### config.mk
export PLATFORM = sky130hd
export DESIGN_NAME = pipe_hazard_ctrl_flat
export DESIGN_NICKNAME = d
export VERILOG_FILES = /design/src/rtl/pipe_hazard_ctrl_if.sv /design/src/rtl/pipe_hazard_ctrl.sv /design/src/flat_wrapper.sv
export SDC_FILE = /design/constraint.sdc
export NUM_CORES = 1
export LEC_CHECK = 0
export CAP_MARGIN = 20
export CORE_MARGIN = 2
export CORE_UTILIZATION = 34
export DETAILED_ROUTE_END_ITERATION = 8
export PLACE_DENSITY = 0.71
export SLEW_MARGIN = 20
export SYNTH_ARGS = -nofsm -noshare
export SYNTH_HDL_FRONTEND = slang
export SYNTH_SLANG_ARGS = --single-unit
### constraint.sdc
create_clock -name clk -period 6.4 [get_ports clk]
set_clock_uncertainty 0.1 [all_clocks]
set_input_delay 0.96 -clock clk [delete_from_list [all_inputs] [get_ports clk]]
set_output_delay 0.96 -clock clk [all_outputs]
set_load 0.02 [all_outputs]
### src/rtl/pipe_hazard_ctrl_if.sv
// Hazard-control bundle between the pipeline datapath and the hazard unit.
interface pipe_hazard_ctrl_if;
  logic [4:0]  id_rs1;
  logic [4:0]  id_rs2;
  logic        id_re1;
  logic        id_re2;
  logic        id_rf_we;
  logic [4:0]  id_wR;
  logic        id_is_load;
  logic        ex_redirect;
  logic [31:0] ex_wD;
  logic [31:0] mem_wD;
  logic [31:0] wb_wD;
  logic        pc_stall;
  logic        if_id_stall;
  logic        if_id_flush;
  logic        id_ex_flush;
  logic        rd1_op;
  logic        rd2_op;
  logic [31:0] rd1_f;
  logic [31:0] rd2_f;
  logic [15:0] stall_cnt;
  logic [15:0] flush_cnt;

  modport slave (
    input  id_rs1, id_rs2, id_re1, id_re2, id_rf_we, id_wR, id_is_load,
    input  ex_redirect, ex_wD, mem_wD, wb_wD,
    output pc_stall, if_id_stall, if_id_flush, id_ex_flush,
    output rd1_op, rd2_op, rd1_f, rd2_f, stall_cnt, flush_cnt
  );

  modport master (
    output id_rs1, id_rs2, id_re1, id_re2, id_rf_we, id_wR, id_is_load,
    output ex_redirect, ex_wD, mem_wD, wb_wD,
    input  pc_stall, if_id_stall, if_id_flush, id_ex_flush,
    input  rd1_op, rd2_op, rd1_f, rd2_f, stall_cnt, flush_cnt
  );
endinterface

### src/rtl/pipe_hazard_ctrl.sv
// Pipeline hazard unit: tracks in-flight destinations for EX/MEM/WB,
// resolves load-use stalls and redirect flushes, and selects forwarded operands.
module pipe_hazard_ctrl (
  input logic              clk,
  input logic              rst,
  pipe_hazard_ctrl_if.slave hz
);

  logic        r_ex_we;
  logic [4:0]  r_ex_wr;
  logic        r_ex_ld;
  logic        r_mem_we;
  logic [4:0]  r_mem_wr;
  logic        r_wb_we;
  logic [4:0]  r_wb_wr;
  logic [15:0] r_stall_cnt;
  logic [15:0] r_flush_cnt;

  logic w_ex_m1, w_ex_m2, w_mem_m1, w_mem_m2, w_wb_m1, w_wb_m2;
  logic w_ex_fwd1, w_ex_fwd2;
  logic w_lu;
  logic w_stall_act;
  logic w_id_ex_flush;
  logic w_op1, w_op2;

  // x0 is excluded here so it can neither forward nor stall.
  assign w_ex_m1  = r_ex_we  && (r_ex_wr  == hz.id_rs1) && (hz.id_rs1 != 5'd0) && hz.id_re1;
  assign w_ex_m2  = r_ex_we  && (r_ex_wr  == hz.id_rs2) && (hz.id_rs2 != 5'd0) && hz.id_re2;
  assign w_mem_m1 = r_mem_we && (r_mem_wr == hz.id_rs1) && (hz.id_rs1 != 5'd0) && hz.id_re1;
  assign w_mem_m2 = r_mem_we && (r_mem_wr == hz.id_rs2) && (hz.id_rs2 != 5'd0) && hz.id_re2;
  assign w_wb_m1  = r_wb_we  && (r_wb_wr  == hz.id_rs1) && (hz.id_rs1 != 5'd0) && hz.id_re1;
  assign w_wb_m2  = r_wb_we  && (r_wb_wr  == hz.id_rs2) && (hz.id_rs2 != 5'd0) && hz.id_re2;

  // A load in EX has no data yet, so its match can only stall, never forward.
  assign w_ex_fwd1 = w_ex_m1 && !r_ex_ld;
  assign w_ex_fwd2 = w_ex_m2 && !r_ex_ld;

  assign w_lu          = (w_ex_m1 || w_ex_m2) && r_ex_ld;
  assign w_stall_act   = w_lu && !hz.ex_redirect;
  assign w_id_ex_flush = hz.ex_redirect || w_lu;

  assign w_op1 = !w_lu && (w_ex_fwd1 || w_mem_m1 || w_wb_m1);
  assign w_op2 = !w_lu && (w_ex_fwd2 || w_mem_m2 || w_wb_m2);

  // Control outputs; redirect overrides the load-use stall.
  always_comb begin
    hz.pc_stall    = w_stall_act;
    hz.if_id_stall = w_stall_act;
    hz.if_id_flush = hz.ex_redirect;
    hz.id_ex_flush = w_id_ex_flush;
  end

  // Forward mux, youngest producer first; zero when nothing is forwarded.
  always_comb begin
    hz.rd1_op = w_op1;
    hz.rd2_op = w_op2;
    hz.rd1_f  = 32'd0;
    hz.rd2_f  = 32'd0;
    if (w_op1) begin
      if (w_ex_fwd1)     hz.rd1_f = hz.ex_wD;
      else if (w_mem_m1) hz.rd1_f = hz.mem_wD;
      else               hz.rd1_f = hz.wb_wD;
    end
    if (w_op2) begin
      if (w_ex_fwd2)     hz.rd2_f = hz.ex_wD;
      else if (w_mem_m2) hz.rd2_f = hz.mem_wD;
      else               hz.rd2_f = hz.wb_wD;
    end
  end

  // Shadow destination pipeline; a flushed EX slot becomes a bubble.
  always_ff @(posedge clk or posedge rst) begin
    if (rst) begin
      r_ex_we  <= 1'b0;
      r_ex_wr  <= 5'd0;
      r_ex_ld  <= 1'b0;
      r_mem_we <= 1'b0;
      r_mem_wr <= 5'd0;
      r_wb_we  <= 1'b0;
      r_wb_wr  <= 5'd0;
    end else begin
      if (w_id_ex_flush) begin
        r_ex_we <= 1'b0;
        r_ex_wr <= 5'd0;
        r_ex_ld <= 1'b0;
      end else begin
        r_ex_we <= hz.id_rf_we;
        r_ex_wr <= hz.id_wR;
        r_ex_ld <= hz.id_is_load;
      end
      r_mem_we <= r_ex_we;
      r_mem_wr <= r_ex_wr;
      r_wb_we  <= r_mem_we;
      r_wb_wr  <= r_mem_wr;
    end
  end

  // Saturating event counters; a stall that coincides with a redirect is not counted.
  always_ff @(posedge clk or posedge rst) begin
    if (rst) begin
      r_stall_cnt <= 16'd0;
      r_flush_cnt <= 16'd0;
    end else begin
      if (w_stall_act && (r_stall_cnt != 16'hFFFF))
        r_stall_cnt <= r_stall_cnt + 16'd1;
      if (hz.ex_redirect && (r_flush_cnt != 16'hFFFF))
        r_flush_cnt <= r_flush_cnt + 16'd1;
    end
  end

  assign hz.stall_cnt = r_stall_cnt;
  assign hz.flush_cnt = r_flush_cnt;

endmodule
### src/flat_wrapper.sv
// flat-port wrapper written by rule: the top's interface ports become plain ports
module pipe_hazard_ctrl_flat 
  (clk, rst, hz_id_rs1, hz_id_rs2, hz_id_re1, hz_id_re2, hz_id_rf_we, hz_id_wR, hz_id_is_load, hz_ex_redirect, hz_ex_wD, hz_mem_wD, hz_wb_wD, hz_pc_stall, hz_if_id_stall, hz_if_id_flush, hz_id_ex_flush, hz_rd1_op, hz_rd2_op, hz_rd1_f, hz_rd2_f, hz_stall_cnt, hz_flush_cnt);
  pipe_hazard_ctrl_if hz_i ();
  input logic clk;
  input logic rst;
  input wire logic [$bits(hz_i.id_rs1)-1:0] hz_id_rs1;
  input wire logic [$bits(hz_i.id_rs2)-1:0] hz_id_rs2;
  input wire logic [$bits(hz_i.id_re1)-1:0] hz_id_re1;
  input wire logic [$bits(hz_i.id_re2)-1:0] hz_id_re2;
  input wire logic [$bits(hz_i.id_rf_we)-1:0] hz_id_rf_we;
  input wire logic [$bits(hz_i.id_wR)-1:0] hz_id_wR;
  input wire logic [$bits(hz_i.id_is_load)-1:0] hz_id_is_load;
  input wire logic [$bits(hz_i.ex_redirect)-1:0] hz_ex_redirect;
  input wire logic [$bits(hz_i.ex_wD)-1:0] hz_ex_wD;
  input wire logic [$bits(hz_i.mem_wD)-1:0] hz_mem_wD;
  input wire logic [$bits(hz_i.wb_wD)-1:0] hz_wb_wD;
  output wire logic [$bits(hz_i.pc_stall)-1:0] hz_pc_stall;
  output wire logic [$bits(hz_i.if_id_stall)-1:0] hz_if_id_stall;
  output wire logic [$bits(hz_i.if_id_flush)-1:0] hz_if_id_flush;
  output wire logic [$bits(hz_i.id_ex_flush)-1:0] hz_id_ex_flush;
  output wire logic [$bits(hz_i.rd1_op)-1:0] hz_rd1_op;
  output wire logic [$bits(hz_i.rd2_op)-1:0] hz_rd2_op;
  output wire logic [$bits(hz_i.rd1_f)-1:0] hz_rd1_f;
  output wire logic [$bits(hz_i.rd2_f)-1:0] hz_rd2_f;
  output wire logic [$bits(hz_i.stall_cnt)-1:0] hz_stall_cnt;
  output wire logic [$bits(hz_i.flush_cnt)-1:0] hz_flush_cnt;
  assign hz_i.id_rs1 = hz_id_rs1;
  assign hz_i.id_rs2 = hz_id_rs2;
  assign hz_i.id_re1 = hz_id_re1;
  assign hz_i.id_re2 = hz_id_re2;
  assign hz_i.id_rf_we = hz_id_rf_we;
  assign hz_i.id_wR = hz_id_wR;
  assign hz_i.id_is_load = hz_id_is_load;
  assign hz_i.ex_redirect = hz_ex_redirect;
  assign hz_i.ex_wD = hz_ex_wD;
  assign hz_i.mem_wD = hz_mem_wD;
  assign hz_i.wb_wD = hz_wb_wD;
  assign hz_pc_stall = hz_i.pc_stall;
  assign hz_if_id_stall = hz_i.if_id_stall;
  assign hz_if_id_flush = hz_i.if_id_flush;
  assign hz_id_ex_flush = hz_i.id_ex_flush;
  assign hz_rd1_op = hz_i.rd1_op;
  assign hz_rd2_op = hz_i.rd2_op;
  assign hz_rd1_f = hz_i.rd1_f;
  assign hz_rd2_f = hz_i.rd2_f;
  assign hz_stall_cnt = hz_i.stall_cnt;
  assign hz_flush_cnt = hz_i.flush_cnt;
  pipe_hazard_ctrl u_core (.clk(clk), .rst(rst), .hz(hz_i));
endmodule
==> results of run 1 <==
per-stage QoR:
stage	setup WS, ns	hold WS [ns]	power [uW]	utilization
3_3_place_gp	0.903	0.319	655	0.535
4_1_cts	0.764	0.340	929	0.548
5_1_grt	0.520	0.359	969	0.548
2_1_floorplan	2.26	0.275	498	-
3_5_place_dp	0.766	0.324	659	0.535
6_report	0.723	0.331	922	0.548
report_power, final:
| group | total (uW) | switching [uW] | leakage [uW] | internal [uW] |
|---|---|---|---|---|
| Combinational | 269 | 122 | 0.00184 | 147 |
| Sequential | 387 | 37.0 | 0.000673 | 350 |
| Clock | 267 | 118 | 0.0000759 | 149 |
cells in the final DEF (no fill, tap or decap), drive strengths merged:
| master | synthesis | routed |
|---|---|---|
| clkbuf | 20 | 5 |
| o21ai | 3 | 3 |
| dfrtp | 51 | 51 |
| and3 | 7 | 7 |
| xor2 | 25 | 25 |
| and2 | 10 | 10 |
| a22o | 1 | 1 |
| xnor2 | 32 | 32 |
| a31oi | 1 | 1 |
| nand2b | 1 | 1 |
| nor4 | 5 | 5 |
| nor2b | 2 | 2 |
| o2bb2ai | 1 | 1 |
| ha | 2 | 2 |
| o211ai | 1 | 1 |
| buf | 19 | 8 |
| a21oi | 4 | 4 |
| or4 | 2 | 2 |
| mux2 | 3 | 3 |
| nand4 | 14 | 14 |
| inv | 6 | 6 |
| or2b | 1 | 1 |
| nand2 | 140 | 140 |
| nor2 | 77 | 77 |
| or3 | 1 | 1 |
| nor3 | 8 | 8 |
| and4b | 1 | 1 |
| clkdlybuf4s50 | 0 | 219 |
| or2 | 3 | 3 |
| nand3 | 17 | 17 |
| a311oi | 65 | 65 |
| and4 | 1 | 1 |
| clkinv | 0 | 3 |
worst paths after layout:
| kind | from | end | slack, ns | depth (start not counted) |
|---|---|---|---|---|
| max reg2reg | u_core.r_ex_wr[3]$_DFF_PP0_ | u_core.r_ex_wr[1]$_DFF_PP0_ | 3.97 | 6 |
| min reg2reg | u_core.r_mem_we$_DFF_PP0_ | u_core.r_wb_we$_DFF_PP0_ | 0.33 | 0 |
| min in group asynchronous | rst | u_core.r_ex_wr[2]$_DFF_PP0_ | 1.03 | 2 |
| max | hz_id_rs2[0] | hz_rd2_f[28] | 0.72 | 9 |
| min | u_core.r_mem_we$_DFF_PP0_ | u_core.r_wb_we$_DFF_PP0_ | 0.33 | 0 |
| max in group asynchronous | rst | u_core.hz.flush_cnt[4]$_DFFE_PP0P_ | 4.68 | 2 |
flip-flops by register name, indices dropped and copies added, names as in the netlist:
signal	cells
u_core.r_ex_wr	5
u_core.hz.flush_cnt	16
u_core.hz.stall_cnt	16
u_core.r_ex_ld	1
u_core.r_ex_we	1
u_core.r_wb_we	1
u_core.r_wb_wr	5
u_core.r_mem_we	1
u_core.r_mem_wr	5
metal layers:
metal,GRT usage,vias up
met2,0.383,228
met5,0,-
met1,0.285,2224
met3,0.0265,35
li1,-,2227
met4,0.0862,0
critical path, delay by kind of cell:
family          cells  cell delay [ns]
buf+inv             3             1.54
compound gates      2             0.45
simple gates        4             1.66
Yosys cell counts, types with 2 or more instances:
master	instances	area (um2)
sky130_fd_sc_hd__nor2_1	77	289
sky130_fd_sc_hd__and2_1	10	62.6
sky130_fd_sc_hd__buf_1	4	15.0
sky130_fd_sc_hd__nand4_1	14	87.6
sky130_fd_sc_hd__or2_2	2	12.5
sky130_fd_sc_hd__mux2_2	3	33.8
sky130_fd_sc_hd__inv_1	6	22.5
sky130_fd_sc_hd__buf_2	9	45.0
sky130_fd_sc_hd__nor2b_1	2	12.5
sky130_fd_sc_hd__ha_1	2	25.0
sky130_fd_sc_hd__xnor2_1	32	280
sky130_fd_sc_hd__buf_6	4	45.0
sky130_fd_sc_hd__and3_1	7	43.8
sky130_fd_sc_hd__nand3_1	17	85.1
sky130_fd_sc_hd__nor3_1	8	40.0
sky130_fd_sc_hd__clkbuf_1	20	75.1
sky130_fd_sc_hd__nand2_1	140	526
sky130_fd_sc_hd__dfrtp_1	51	1280
sky130_fd_sc_hd__a311oi_2	29	435
sky130_fd_sc_hd__xor2_1	25	219
sky130_fd_sc_hd__a311oi_1	36	315
sky130_fd_sc_hd__nor4_1	5	31.3
sky130_fd_sc_hd__buf_4	2	15.0
sky130_fd_sc_hd__a21oi_1	4	20.0
final cells by class:
class / instances / area (um2) / share of cell area
repair buffers: 227 / 2260 / 0.345
clock buffers: 5 / 125 / 0.0191
multi-input cells: 428 / 2660 / 0.405
clock inverters: 3 / 28.8 / 0.00439
flip-flops and latches: 51 / 1280 / 0.195
inverters: 6 / 23.8 / 0.00362
well taps: 147 / 184 / 0.0280
cell families after synthesis:
family          share of synthesized area
fa+ha+maj                         0.00603
xor+xnor                            0.120
compound gates                      0.203
simple gates                        0.302
mux                               0.00815
buf+inv                            0.0525
flops                               0.308
==> reports/metrics.cfg, run 1 <==
[status]
run_status = complete, no violations

[logic_synthesis]
async_reset_ff_frac = 1.00
yosysWarnings = 0
synth_sequential_area_ratio = 0.308
syn_nets = 644
netlist_area_um2 = 4150
netlist-cell-type-count = 39
synth_flop_cell = sky130_fd_sc_hd__dfrtp_1
syn_inst_count = 524
synth-seq-cells = 51
synth.avg_cell_area_um2 = 7.91
synth-edff-count = 0

[placed_design]
dp_cells = 859
dpl_cell_area_um2 = 6400
io_buffers = 219
dpl.hpwl_um = 11400
globalplace.congestion = 0.895

[min_path]
holdCritPathClass = flip-flop to flip-flop

[cts]
clk-insertion-delay-late_ns = 0.29
numClockSinks = 51
clock_tree.buffer_depth = 2
cts_hold_buffers = 0
numCtsBuffers = 5
clk_transition_reported_paths_ns = 0.07
tritoncts = built
ctsResizeCount = 0
cts.htree.levels = 2
postCtsSetupBuffers = 0
clock_tree.root_cell = sky130_fd_sc_hd__clkbuf_16

[worst_setup_path]
crit_path_end_kind = primary output
slowest_stage_cell_crit_path = sky130_fd_sc_hd__or2b_2
path_cells = clkdlybuf4s50_1, or4_4, o21ai_2, and4b_1, or2b_2, buf_4, nor2_1, a311oi_1, clkdlybuf4s50_1
critPathRequiredTime_ns = 5.34
critical_path.most_common_cell = sky130_fd_sc_hd__clkdlybuf4s50_1
crit_arrival_ns = 4.62
critical_path.max_fanout = 47
cpPeakStageDelay_ns = 0.74
type_of_element_launching_the_critical_path = primary input
setup.worst_path.class = primary input to primary output

[routing]
route.met3.wl_um = 1060
drt-vias-per-instance = 5.44
top_signal_layer_used = met4
wl_met1_um = 6210
first_pass_iters = 5
wire_per_inst_um = 17.4
drtIter0Drc = 524
dr_total_vias = 4714
drcViolationCount = 0
met2_length_um = 7270
ant_nets = 0
totalWireLength_um = 15100

[sta]
report.final.hold_viol_count = 0
report.final.slew_viol_count = 0
max_clock_freq_mhz = 176
setup_viol_count_final = 0
fin_tns_setup_ns = 0
fin_crit_ns = 5.68
max_slew_margin = 0.374
worstMarginPinSlew_ns = 0.933
post-route-period-util = 0.887
unrepaired_setup_endpoints_after_global_routing = false

[finish]
fillCellCount = 1124
number_of_nets_in_the_layout = 839
diodes = 0
finalInstanceArea_um2 = 6560
layout-area-overhead-vs-synth_pct = 58.2
final_std_cells_w_o_fill = 867
proportion_of_layout_cells_with_a_drive_suffix_above_1 = 0.0806

[power_and_ir_drop]
pwr_density_cell_nw_per_um2 = 141
peak_supply_drop_v = 0.000208
leakage_uw = 0.00259

[die]
die-area_um2 = 13100
ios = 220
floorplan.initialDensity = 0.347
fp.dieW_um = 114
total_core_area_um2 = 12000
row_count = 40
floorplan.die.height_um = 114

[grt]
grt_usage = 0.222
antenna_violations_before_repair = 0
maximum_number_of_pins_on_one_net_before_global_route_repair = 65
global_route_wire_length_before_repair_um = 23500
overflow_after_grt = 0
via_count_of_the_first_global_routing_pass = 4644

[flow_run]
max_cap_violations = 0

Note: power is estimated with default switching activity, not from simulation.
==> run 2, diff against run 1 <==
--- a/config.mk
+++ b/config.mk
@@ -9,7 +9,8 @@
 export CORE_MARGIN = 2
 export CORE_UTILIZATION = 34
 export DETAILED_ROUTE_END_ITERATION = 8
-export PLACE_DENSITY = 0.71
+export GPL_ROUTABILITY_DRIVEN = 0
+export PLACE_DENSITY = 0.7
 export SLEW_MARGIN = 20
 export SYNTH_ARGS = -nofsm -noshare
 export SYNTH_HDL_FRONTEND = slang
==> run 2 against run 1 <==
Critical path depth is the same. Combinational power is essentially flat. Non-clock buffer count is 1 higher. Sequential share of layout area about the same. Sequential power hardly changed. First-iteration DRC count is 24% lower. Global-route usage down 0.24 points. Core utilization down 0.073 points. Cell count increased by 0.12%. Maximum frequency is 3.5% higher. Die area did not move. Critical endpoint is now hz_rd2_f[5]. Largest cell class unchanged.
==> reports/metrics.cfg, run 2 (same netlist as run 1, synthesis figures left out) <==
[worst_setup_path]
critical_path.max_fanout = 37  ; was 47
critPathRequiredTime_ns = 5.34  ; about the same
worstRegToRegCells = 6  ; unchanged
crit_path_end_kind = primary output  ; unchanged
path_cells = clkdlybuf4s50_1, or4_4, o21ai_2, and4b_1, or2b_2, buf_4, nor2_1, a311oi_1, clkdlybuf4s50_1  ; unchanged
critical_path.most_common_cell = sky130_fd_sc_hd__clkdlybuf4s50_1  ; unchanged
r2r-end = u_core.r_ex_wr[4]$_DFF_PP0_  ; was u_core.r_ex_wr[1]$_DFF_PP0_
cp_num_cells = 9  ; unchanged
slowest_stage_cell_crit_path = sky130_fd_sc_hd__clkdlybuf4s50_1  ; was sky130_fd_sc_hd__or2b_2
cpPeakStageDelay_ns = 0.66  ; was 0.74 ns
reg_to_reg_start = u_core.r_ex_wr[0]$_DFF_PP0_  ; was u_core.r_ex_wr[3]$_DFF_PP0_
setup.worst_path.class = primary input to primary output  ; unchanged
type_of_element_launching_the_critical_path = primary input  ; unchanged
cp_num_buf_inv = 3  ; unchanged
crit_arrival_ns = 4.43  ; was 4.62 ns
critPathTopFamily = buffers and inverters  ; was simple AND/OR/NAND/NOR gates
reg2reg_setup_slack_ns = 3.99  ; was 3.97 ns

[cts]
clk-insertion-delay-late_ns = 0.29  ; about the same
clk_transition_reported_paths_ns = 0.07  ; about the same
ctsResizeCount = 0  ; unchanged
clock_tree.buffer_depth = 2  ; unchanged
cts_hold_buffers = 0  ; unchanged
cts.htree.levels = 2  ; unchanged
postCtsSetupBuffers = 0  ; unchanged
numCtsBuffers = 5  ; unchanged
tritoncts = built  ; unchanged
numClockSinks = 51  ; unchanged
clock_tree.root_cell = sky130_fd_sc_hd__clkbuf_16  ; unchanged

[sta]
post-route-period-util = 0.857  ; was 0.887
report.final.slew_viol_count = 0  ; unchanged
unrepaired_setup_endpoints_after_global_routing = false  ; unchanged
worstMarginPinSlew_ns = 0.846  ; was 0.933 ns
postLayoutSetupSlackWorst_ns = 0.914  ; was 0.723 ns
fin_tns_setup_ns = 0  ; unchanged
max_clock_freq_mhz = 182  ; was 176 MHz
fin_crit_ns = 5.49  ; was 5.68 ns
max_slew_margin = 0.435  ; was 0.374
report.final.hold_viol_count = 0  ; unchanged
setup_viol_count_final = 0  ; unchanged

[routing]
drcViolationCount = 0  ; unchanged
dr_total_vias = 4707  ; was 4714
drtIter0Drc = 397  ; was 524
first_pass_iters = 6  ; was 5
wire_per_inst_um = 17.3  ; was 17.4 um
ant_nets = 0  ; unchanged
totalWireLength_um = 15000  ; was 15100 um
drt-vias-per-instance = 5.42  ; was 5.44

[finish]
layout.cells.most_common = sky130_fd_sc_hd__clkdlybuf4s50_1  ; unchanged
multiInputGateArea_um2 = 2660  ; unchanged
diodes = 0  ; unchanged
seqCellArea_um2 = 1280  ; unchanged
finalInstanceArea_um2 = 6550  ; was 6560 um2
fillCellCount = 1129  ; was 1124
most-common-layout-cells = sky130_fd_sc_hd__clkdlybuf4s50_1, sky130_fd_sc_hd__nand2_1, sky130_fd_sc_hd__nor2_1  ; unchanged
final_std_cells_w_o_fill = 868  ; was 867
number_of_nets_in_the_layout = 840  ; was 839
layout-area-overhead-vs-synth_pct = 58.0  ; was 58.2%
proportion_of_layout_cells_with_a_drive_suffix_above_1 = 0.0818  ; was 0.0806

[die]
fp.dieW_um = 114  ; unchanged
total_core_area_um2 = 12000  ; unchanged
floorplan.initialDensity = 0.347  ; unchanged
die-area_um2 = 13100  ; unchanged
floorplan.die.height_um = 114  ; unchanged
row_count = 40  ; unchanged
ios = 220  ; unchanged

[placed_design]
dp_cells = 860  ; was 859
worst_slack_at_placement_ns = 0.956  ; was 0.766 ns
dpl_cell_area_um2 = 6400  ; about the same
dpl.hpwl_um = 11500  ; was 11400 um
io_buffers = 219  ; unchanged

[min_path]
hold-path-cell-count = 0  ; unchanged
worstHoldStart = u_core.r_ex_we$_DFF_PP0_  ; was u_core.r_mem_we$_DFF_PP0_
min_delay_worst_endpoint = u_core.r_mem_we$_DFF_PP0_  ; was u_core.r_wb_we$_DFF_PP0_
holdCritPathClass = flip-flop to flip-flop  ; unchanged

[power_and_ir_drop]
pwr-share-comb = 0.291  ; was 0.292
power.clock.fraction = 0.291  ; was 0.289
p_seq_frac = 0.418  ; was 0.419
power.switching_fraction = 0.302  ; was 0.299
sw_power_uw = 279  ; was 276 uW
leakage_uw = 0.00259  ; about the same
pwr_density_cell_nw_per_um2 = 141  ; about the same
peak_supply_drop_v = 0.000168  ; was 0.000208 V
intPower_uw = 645  ; was 646 uW

[grt]
antenna_violations_before_repair = 0  ; unchanged
maximum_number_of_pins_on_one_net_before_global_route_repair = 52  ; was 65
grt_usage = 0.220  ; was 0.222
global_route_wire_length_before_repair_um = 23300  ; was 23500 um
overflow_after_grt = 0  ; unchanged
via_count_of_the_first_global_routing_pass = 4613  ; was 4644

[flow_run]
max_cap_violations = 0  ; unchanged

[status]
run_status = complete, no violations  ; unchanged

[run 2: area by class of cell]
type,instances,share of cell area
inverters,6,0.00363
clock inverters,3,0.00382
flip-flops and latches,51,0.195
repair buffers,228,0.345
clock buffers,5,0.0191
well taps,147,0.0281
multi-input cells,428,0.406
[run 2: worst max-delay path by stage]
stage	from	end	slack, ns
after floorplan	hz_id_rs2[0]	hz_rd2_f[10]	2.26
after global placement	hz_id_rs2[0]	hz_rd1_f[19]	1.04
after detailed placement	hz_id_rs2[0]	hz_rd2_f[5]	0.96
after CTS	hz_id_rs2[0]	hz_rd2_f[5]	0.95
after global routing	hz_id_rs2[0]	hz_rd2_f[6]	0.75
final	hz_id_rs2[0]	hz_rd2_f[5]	0.91
[run 2: layer usage]
| metal | track usage | vias to the layer above | share of wire |
|---|---|---|---|
| met5 | 0 | - | 0 |
| met4 | 0.0715 | 0 | 0.027 |
| met3 | 0.0254 | 35 | 0.064 |
| met2 | 0.394 | 215 | 0.50 |
| met1 | 0.274 | 2234 | 0.41 |
| li1 | - | 2223 | - |
[run 2: power groups by stage]
stage | registers [uW] | clock network, uW | logic [uW]
global route | 391 | 288 | 288
floorplan | 409 | 0 | 88.9
global placement | 391 | 0 | 263
detailed placement | 390 | 0 | 268
CTS | 386 | 275 | 270
finish | 386 | 269 | 269
[run 2: worst register-to-register path: cells and delay by family, from the launching register on]
| kind | cells | cell delay (ns) |
|---|---|---|
| AND/OR/NAND/NOR | 4 | 1.30 |
| flip-flops | 1 | 0.43 |
| AO/OA/AOI/OAI | 1 | 0.27 |
| XOR/XNOR | 1 | 0.19 |
[run 2: through the flow]
step | hold slack [ns] | power [uW] | utilization
floorplan | 0.275 | 498 | -
global placement | 0.322 | 654 | 0.535
detailed placement | 0.334 | 658 | 0.535
CTS | 0.350 | 930 | 0.547
global route | 0.367 | 967 | 0.548
finish | 0.353 | 924 | 0.548
